$ cat config.mk
export PLATFORM = sky130hd
export DESIGN_NAME = muldiv_ctrl_flat
export DESIGN_NICKNAME = d
export VERILOG_FILES = /design/src/rtl/muldiv_ctrl_if.sv /design/src/rtl/muldiv_ctrl.sv /design/src/flat_wrapper.sv
export SDC_FILE = /design/constraint.sdc
export NUM_CORES = 2
export LEC_CHECK = 0
export CAP_MARGIN = 20
export CORE_MARGIN = 4
export CORE_UTILIZATION = 33
export CTS_BUF_LIST = sky130_fd_sc_hd__clkbuf_8
export DETAILED_ROUTE_END_ITERATION = 6
export PLACE_DENSITY = 0.46
export SETUP_SLACK_MARGIN = 0.3
export SYNTH_ARGS = -nofsm -noshare
export SYNTH_HDL_FRONTEND = slang
export SYNTH_SLANG_ARGS = --single-unit
export TNS_END_PERCENT = 50
$ cat constraint.sdc
create_clock -name clk -period 22.7 [get_ports clk]
set_clock_uncertainty 0.05 [all_clocks]
set_input_delay 2.27 -clock clk [delete_from_list [all_inputs] [get_ports clk]]
set_output_delay 2.27 -clock clk [all_outputs]
set_load 0.01 [all_outputs]
$ cat src/rtl/muldiv_ctrl_if.sv
// Request/response bundle between decode, muldiv_ctrl and register writeback.
// Handshake: start_i is a request taken only while busy_o=0 and flush_i=0;
// valid_o is a one-cycle result strobe with no back-pressure, and stall_o
// holds the pipeline from the request cycle until the result cycle.
interface muldiv_ctrl_if #(
    parameter int RDATA_WIDTH = 32,
    parameter int RADDR_WIDTH = 5
);
    logic                   start_i;
    logic [2:0]             funct3_i;
    logic [RDATA_WIDTH-1:0] op1_i;
    logic [RDATA_WIDTH-1:0] op2_i;
    logic [RADDR_WIDTH-1:0] waddr_i;
    logic                   flush_i;
    logic                   busy_o;
    logic                   stall_o;
    logic                   valid_o;
    logic [RDATA_WIDTH-1:0] result_o;
    logic                   reg_we_o;
    logic [RADDR_WIDTH-1:0] reg_waddr_o;

    modport master (
        output start_i, funct3_i, op1_i, op2_i, waddr_i, flush_i,
        input  busy_o, stall_o, valid_o, result_o, reg_we_o, reg_waddr_o
    );

    modport slave (
        input  start_i, funct3_i, op1_i, op2_i, waddr_i, flush_i,
        output busy_o, stall_o, valid_o, result_o, reg_we_o, reg_waddr_o
    );
endinterface

$ cat src/rtl/muldiv_ctrl.sv
// RV32 M-extension sequencer: single-cycle (or iterative) multiply, 32-cycle restoring divide.
// Define MULDIV_ITER_MUL_EN for a 32-cycle shift-add multiplier instead of a hardware multiplier.
module muldiv_ctrl (
    input  logic               clk,
    input  logic               rst,
    muldiv_ctrl_if.slave       bus,
    output logic [1:0]         dbg_state_o
);
    localparam int RADDR_WIDTH = 5;

    typedef enum logic [1:0] {IDLE = 2'd0, MUL = 2'd1, DIV = 2'd2, DONE = 2'd3} state_e;

    state_e                 state_q;
    logic [5:0]             cnt_q;
    logic [1:0]             f3_q;
    logic [RADDR_WIDTH-1:0] rd_q;
    logic                   neg_q;
    logic [31:0]            mag_b_q;
    logic [63:0]            acc_q;
    logic [31:0]            result_q;
`ifndef MULDIV_ITER_MUL_EN
    logic [31:0]            op_a_q;
    logic [31:0]            op_b_q;
`endif

    function automatic logic sgn_a(input logic [2:0] f);
        return f[2] ? ~f[0] : (f[1:0] != 2'b11);
    endfunction

    function automatic logic sgn_b(input logic [2:0] f);
        return f[2] ? ~f[0] : ~f[1];
    endfunction

    logic        a_neg, b_neg, neg_d, div_zero, div_ovf;
    logic [31:0] a_mag, b_mag, special_res;

    always_comb begin
        a_neg       = sgn_a(bus.funct3_i) & bus.op1_i[31];
        b_neg       = sgn_b(bus.funct3_i) & bus.op2_i[31];
        a_mag       = a_neg ? -bus.op1_i : bus.op1_i;
        b_mag       = b_neg ? -bus.op2_i : bus.op2_i;
        // Remainder follows the dividend sign; quotient and product follow the sign xor.
        neg_d       = (bus.funct3_i[2] & bus.funct3_i[1]) ? a_neg : (a_neg ^ b_neg);
        div_zero    = (bus.op2_i == 32'd0);
        div_ovf     = ~bus.funct3_i[0] && (bus.op1_i == 32'h8000_0000) && (bus.op2_i == 32'hFFFF_FFFF);
        special_res = div_zero ? (bus.funct3_i[1] ? bus.op1_i : 32'hFFFF_FFFF)
                               : (bus.funct3_i[1] ? 32'd0 : 32'h8000_0000);
    end

    // Restoring divide step: acc_q holds {remainder, dividend bits still to shift in}.
    logic [32:0] div_r;
    logic        div_ge;
    logic [63:0] div_next;
    logic [31:0] div_pick, div_res;

    always_comb begin
        div_r    = {acc_q[63:32], acc_q[31]};
        div_ge   = (div_r >= {1'b0, mag_b_q});
        div_next = {(div_ge ? div_r[31:0] - mag_b_q : div_r[31:0]), acc_q[30:0], div_ge};
        div_pick = f3_q[1] ? div_next[63:32] : div_next[31:0];
        div_res  = neg_q ? -div_pick : div_pick;
    end

    logic [63:0] mul_prod;
    logic [31:0] mul_res;
`ifdef MULDIV_ITER_MUL_EN
    logic [32:0] mul_sum;
    logic [63:0] mul_next;

    // Shift-add: acc_q = {partial product high, remaining multiplier bits}.
    always_comb begin
        mul_sum  = {1'b0, acc_q[63:32]} + (acc_q[0] ? {1'b0, mag_b_q} : 33'd0);
        mul_next = {mul_sum, acc_q[31:1]};
        mul_prod = neg_q ? -mul_next : mul_next;
        mul_res  = (f3_q == 2'b00) ? mul_prod[31:0] : mul_prod[63:32];
    end
`else
    logic [63:0] mul_a, mul_b;

    // Sign-extended operands give the 33x33 signed product modulo 2^64.
    always_comb begin
        mul_a    = {{32{sgn_a({1'b0, f3_q}) & op_a_q[31]}}, op_a_q};
        mul_b    = {{32{sgn_b({1'b0, f3_q}) & op_b_q[31]}}, op_b_q};
        mul_prod = mul_a * mul_b;
        mul_res  = (f3_q == 2'b00) ? mul_prod[31:0] : mul_prod[63:32];
    end
`endif

    always_ff @(posedge clk) begin
        if (rst) begin
            state_q  <= IDLE;
            cnt_q    <= 6'd0;
            f3_q     <= 2'd0;
            rd_q     <= '0;
            neg_q    <= 1'b0;
            mag_b_q  <= 32'd0;
            acc_q    <= 64'd0;
            result_q <= 32'd0;
`ifndef MULDIV_ITER_MUL_EN
            op_a_q   <= 32'd0;
            op_b_q   <= 32'd0;
`endif
        end else begin
            case (state_q)
                IDLE: begin
                    if (bus.start_i && !bus.flush_i) begin
                        f3_q    <= bus.funct3_i[1:0];
                        rd_q    <= bus.waddr_i;
                        neg_q   <= neg_d;
                        mag_b_q <= b_mag;
                        acc_q   <= {32'd0, a_mag};
                        cnt_q   <= 6'd0;
`ifndef MULDIV_ITER_MUL_EN
                        op_a_q  <= bus.op1_i;
                        op_b_q  <= bus.op2_i;
`endif
                        if (!bus.funct3_i[2]) begin
                            state_q <= MUL;
                        end else if (div_zero || div_ovf) begin
                            state_q  <= DONE;
                            result_q <= special_res;
                        end else begin
                            state_q <= DIV;
                        end
                    end
                end
                MUL: begin
                    if (bus.flush_i) begin
                        state_q <= IDLE;
                    end else begin
`ifdef MULDIV_ITER_MUL_EN
                        acc_q <= mul_next;
                        cnt_q <= cnt_q + 6'd1;
                        if (cnt_q == 6'd31) begin
                            result_q <= mul_res;
                            state_q  <= DONE;
                        end
`else
                        result_q <= mul_res;
                        state_q  <= DONE;
`endif
                    end
                end
                DIV: begin
                    if (bus.flush_i) begin
                        state_q <= IDLE;
                    end else begin
                        acc_q <= div_next;
                        cnt_q <= cnt_q + 6'd1;
                        if (cnt_q == 6'd31) begin
                            result_q <= div_res;
                            state_q  <= DONE;
                        end
                    end
                end
                DONE:    state_q <= IDLE;
                default: state_q <= IDLE;
            endcase
        end
    end

    logic done_ok;
    assign done_ok         = (state_q == DONE) && !bus.flush_i && !rst;
    assign bus.busy_o      = (state_q != IDLE) && !rst;
    assign bus.stall_o     = !rst && (((state_q == IDLE) && bus.start_i) || (state_q == MUL) || (state_q == DIV));
    assign bus.valid_o     = done_ok;
    assign bus.reg_we_o    = done_ok;
    assign bus.result_o    = done_ok ? result_q : 32'd0;
    assign bus.reg_waddr_o = done_ok ? rd_q : '0;
    assign dbg_state_o     = state_q;
endmodule

$ cat src/flat_wrapper.sv
// flat-port wrapper written by rule: the top's interface ports become plain ports
module muldiv_ctrl_flat 
  (clk, rst, dbg_state_o, bus_start_i, bus_funct3_i, bus_op1_i, bus_op2_i, bus_waddr_i, bus_flush_i, bus_busy_o, bus_stall_o, bus_valid_o, bus_result_o, bus_reg_we_o, bus_reg_waddr_o);
  muldiv_ctrl_if bus_i ();
  input  logic clk;
  input  logic rst;
  output logic [1:0] dbg_state_o;
  input wire logic [$bits(bus_i.start_i)-1:0] bus_start_i;
  input wire logic [$bits(bus_i.funct3_i)-1:0] bus_funct3_i;
  input wire logic [$bits(bus_i.op1_i)-1:0] bus_op1_i;
  input wire logic [$bits(bus_i.op2_i)-1:0] bus_op2_i;
  input wire logic [$bits(bus_i.waddr_i)-1:0] bus_waddr_i;
  input wire logic [$bits(bus_i.flush_i)-1:0] bus_flush_i;
  output wire logic [$bits(bus_i.busy_o)-1:0] bus_busy_o;
  output wire logic [$bits(bus_i.stall_o)-1:0] bus_stall_o;
  output wire logic [$bits(bus_i.valid_o)-1:0] bus_valid_o;
  output wire logic [$bits(bus_i.result_o)-1:0] bus_result_o;
  output wire logic [$bits(bus_i.reg_we_o)-1:0] bus_reg_we_o;
  output wire logic [$bits(bus_i.reg_waddr_o)-1:0] bus_reg_waddr_o;
  assign bus_i.start_i = bus_start_i;
  assign bus_i.funct3_i = bus_funct3_i;
  assign bus_i.op1_i = bus_op1_i;
  assign bus_i.op2_i = bus_op2_i;
  assign bus_i.waddr_i = bus_waddr_i;
  assign bus_i.flush_i = bus_flush_i;
  assign bus_busy_o = bus_i.busy_o;
  assign bus_stall_o = bus_i.stall_o;
  assign bus_valid_o = bus_i.valid_o;
  assign bus_result_o = bus_i.result_o;
  assign bus_reg_we_o = bus_i.reg_we_o;
  assign bus_reg_waddr_o = bus_i.reg_waddr_o;
  muldiv_ctrl u_core (.clk(clk), .rst(rst), .bus(bus_i), .dbg_state_o(dbg_state_o));
endmodule
==> summary.txt <==
Floorplanning
  – Die width: 405 um
  – IO Pins: 119
  – Row cnt: 145
  – Initial Util: 33.3%
  – Die height: 405 um
  – Die area: 0.164 mm^2
  – Core Area: 0.157 mm^2

Synthesis
  – EDFF count, synth: 0
  – Netlist Area Pre-Place: 0.0521 mm^2
  – Register area share after synthesis: 7.96%
  – Main synth FF type: dfxtp_1
  – FF+latch count, synth: 207
  – Ys Warns: 0
  – Ys async rst share: 0%
  – Ranking of synthesized cells by area: fa_1 (43%), inv_1 (8.5%), dfxtp_1 (8.0%), nand2_1 (7.9%), ha_1 (6.1%)
  – Synth cell count leaders: inv_1 (1179), fa_1 (1126), nand2_1 (1093)
  – Cell variety after synth: 102
  – Syn avg cell area: 8.44 um^2
  – Syn_nets: 7629
  – Count leader, synth: inv_1
  – Yosys top cell by area: fa_1
  – Top-area cell type share of the netlist area: 43.3%
  – Gate Count Post-Synth: 6173

Clock network
  – # hold bufs at CTS: 0
  – Clk Latency, worst-skew pair: 630 ps
  – Clock Sink Count: 207
  – Clock Tree Root: clkbuf_8
  – H-tree levels: 2
  – CTS max path bufs: 3
  – Clock-pin transition on the worst setup and hold timing paths: 60 ps
  – Postcts setup bufs: 0
  – CTS tree: built
  – Post-cts resize count: 0
  – CTS buffer count: 41

Min path
  – Min-delay worst type: reg -> reg

Final layout
  – Final Non-Filler Cells: 8155
  – Area Overhead vs Synth: 7.65%
  – Layout fillers: 16.5k
  – Sequential Area: 0.00415 mm^2
  – Fin nets: 7524
  – Multi-input combinational cell area: 0.0421 mm^2
  – Post-route cell area: 0.0561 mm^2
  – Share of cells above drive strength 1: 3.77%

Place
  – Post-DP Area: 0.0552 mm^2
  – RePlAce Congestion: 0.893
  – Input/output buffers: 118
  – Placed cells: 8083
  – DP HPWL: 140000 um

Route
  – Post-DR vias/cell: 5.07
  – DR WL met2: 85400 um
  – Drt total wl: 176000 um
  – Antenna Nets Post-Route: 0
  – Highest routed layer: met4
  – Initial DRC count: 2659
  – Routed wl met3: 7940 um
  – Vias: 41.3k
  – DRC viols: 0
  – Iteration count of the initial detailed-routing pass: 6
  – WL met1: 79300 um
  – Drt wl/cell: 21.6 um

Worst setup path
  – Worst EP required: 23120 ps
  – Setup CP Type: reg -> reg
  – Worst path bufs/invs: 7
  – Setup crit end kind: flip-flop
  – CP peak stage delay: 590 ps
  – Crit-path most repeated cell: fa_1
  – Crit path max fanout: 71
  – CP Launch Type: flip-flop
  – Crit path DAT: 9930 ps
  – Critical-path top delay cell: buf_4
  – Worst path top cell family by delay: adder cells

Timing
  – Crit share post-route: 41.9%
  – Setup TNS: 0 ps
  – Fmax: 0.105 GHz
  – # setup viols final: 0
  – RSZ-0062 raised after global routing: false
  – Slew headroom: 29.1%
  – Final hold vios: 0
  – Crit path time final: 9510 ps
  – Max-slew violations: 0
  – Worst Tran Pin Value: 1060 ps

GRT
  – GRT Residual Overflow: 0
  – GRT Resource Usage Total: 21.8%
  – Initial antenna violation count: 2
  – Largest net degree at the start of global routing: 85
  – First-pass GRT wire length: 275000 um
  – Vias in the first global route: 43.8k

Run status
  – Status: finished clean

Power and ir drop
  – Leak Pwr: 26.0 nW
  – PD cells: 48.5 mW/mm^2
  – VDD IR max: 0.0000600 V

Run
  – Max capacitance violation total: 0
[sequential cells by signal, indices dropped and copies added (netlist names)]
register,flops
u_core.op_a_q,32
u_core.rd_q,5
u_core.cnt_q,6
u_core.dbg_state_o,2
u_core.op_b_q,32
u_core.f3_q,2
u_core.neg_q,1
u_core.mag_b_q,31
u_core.acc_q,64
u_core.result_q,32
[cell usage in the layout, fill, tap and decap left out, types with 21 or more instances in the layout]
| cell | Yosys | final |
|---|---|---|
| and2_1 | 413 | 412 |
| inv_1 | 1179 | 1191 |
| o31ai_1 | 29 | 29 |
| fa_1 | 1126 | 1126 |
| xnor2_1 | 98 | 98 |
| a31oi_1 | 29 | 29 |
| nand3_1 | 48 | 48 |
| a21o_1 | 56 | 55 |
| xor2_1 | 68 | 68 |
| nor3_1 | 43 | 43 |
| o21ai_0 | 170 | 170 |
| nand2_1 | 1093 | 1092 |
| a21oi_1 | 273 | 272 |
| dfxtp_1 | 207 | 203 |
| clkbuf_8 | 0 | 52 |
| a211oi_1 | 43 | 43 |
| buf_4 | 5 | 103 |
| ha_1 | 254 | 253 |
| mux2i_1 | 21 | 21 |
| nand4_1 | 30 | 30 |
| clkdlybuf4s50_1 | 0 | 117 |
| o211ai_1 | 23 | 23 |
| nor2_1 | 239 | 238 |
[area by class of cell]
cell class,instances,area share (%)
Sequential cell,207,7.40
Antenna cell,2,0.00893
Clock inverter,18,0.261
Inverter,1181,7.91
Tap cell,2058,4.59
Timing Repair Buffer,221,3.49
Multi-Input combinational cell,4416,75.1
Clock buffer,52,1.28
[cell families (layout without fill, tap and decap cells)]
family | after synthesis | after routing | synth area share, %
simple gates | 2020 | 2020 | 17.9
buf+inv | 1550 | 1472 | 11.3
fa+ha+maj | 1380 | 1380 | 49.4
compound gates | 821 | 821 | 10.1
flops | 207 | 207 | 7.96
xor+xnor | 166 | 166 | 2.79
mux | 29 | 29 | 0.584
other cells | 0 | 2 | 0
[metal layers]
layer | vias to the layer above | track usage [%]
li1 | 18600 | -
met1 | 21600 | 30.4
met2 | 958 | 37.0
met3 | 145 | 2.26
met4 | 0 | 3.86
met5 | - | 0
[path summary, 6_finish.rpt]
path                            slack (ps)             endpoint         startpoint  cells past startpoint
worst max register to register       13190  u_core.result_q[23]     u_core.f3_q[1]                     28
worst min-delay path                   400    u_core.op_b_q[25]  u_core.op_b_q[25]                      2
worst max-delay path                 13190  u_core.result_q[23]     u_core.f3_q[1]                     28
worst min register to register         400    u_core.op_b_q[25]  u_core.op_b_q[25]                      2
[worst min-delay path: cells and delay by family (launching register included)]
family,cells,cell delay (ps)
and+or+nand+nor,1,50
DFF,1,300
AOI/OAI and AO/OA,1,50
[metrics by stage]
stage	setup slack, ps	utilization [%]	hold WS (ps)	total power [mW]
2_1_floorplan	13330	-	367	1.63
3_3_place_gp	13270	35.3	385	2.29
3_5_place_dp	13270	35.3	392	2.30
4_1_cts	13230	35.8	402	2.73
5_1_grt	12800	35.8	416	2.93
6_report	13190	35.8	401	2.72
[power by group]
part	internal [mW]	switching, mW	total [mW]
logic	0.579	1.24	1.82
clock network	0.229	0.191	0.420
registers	0.421	0.0612	0.482
No activity file was read; power rests on OpenSTA's default activity.
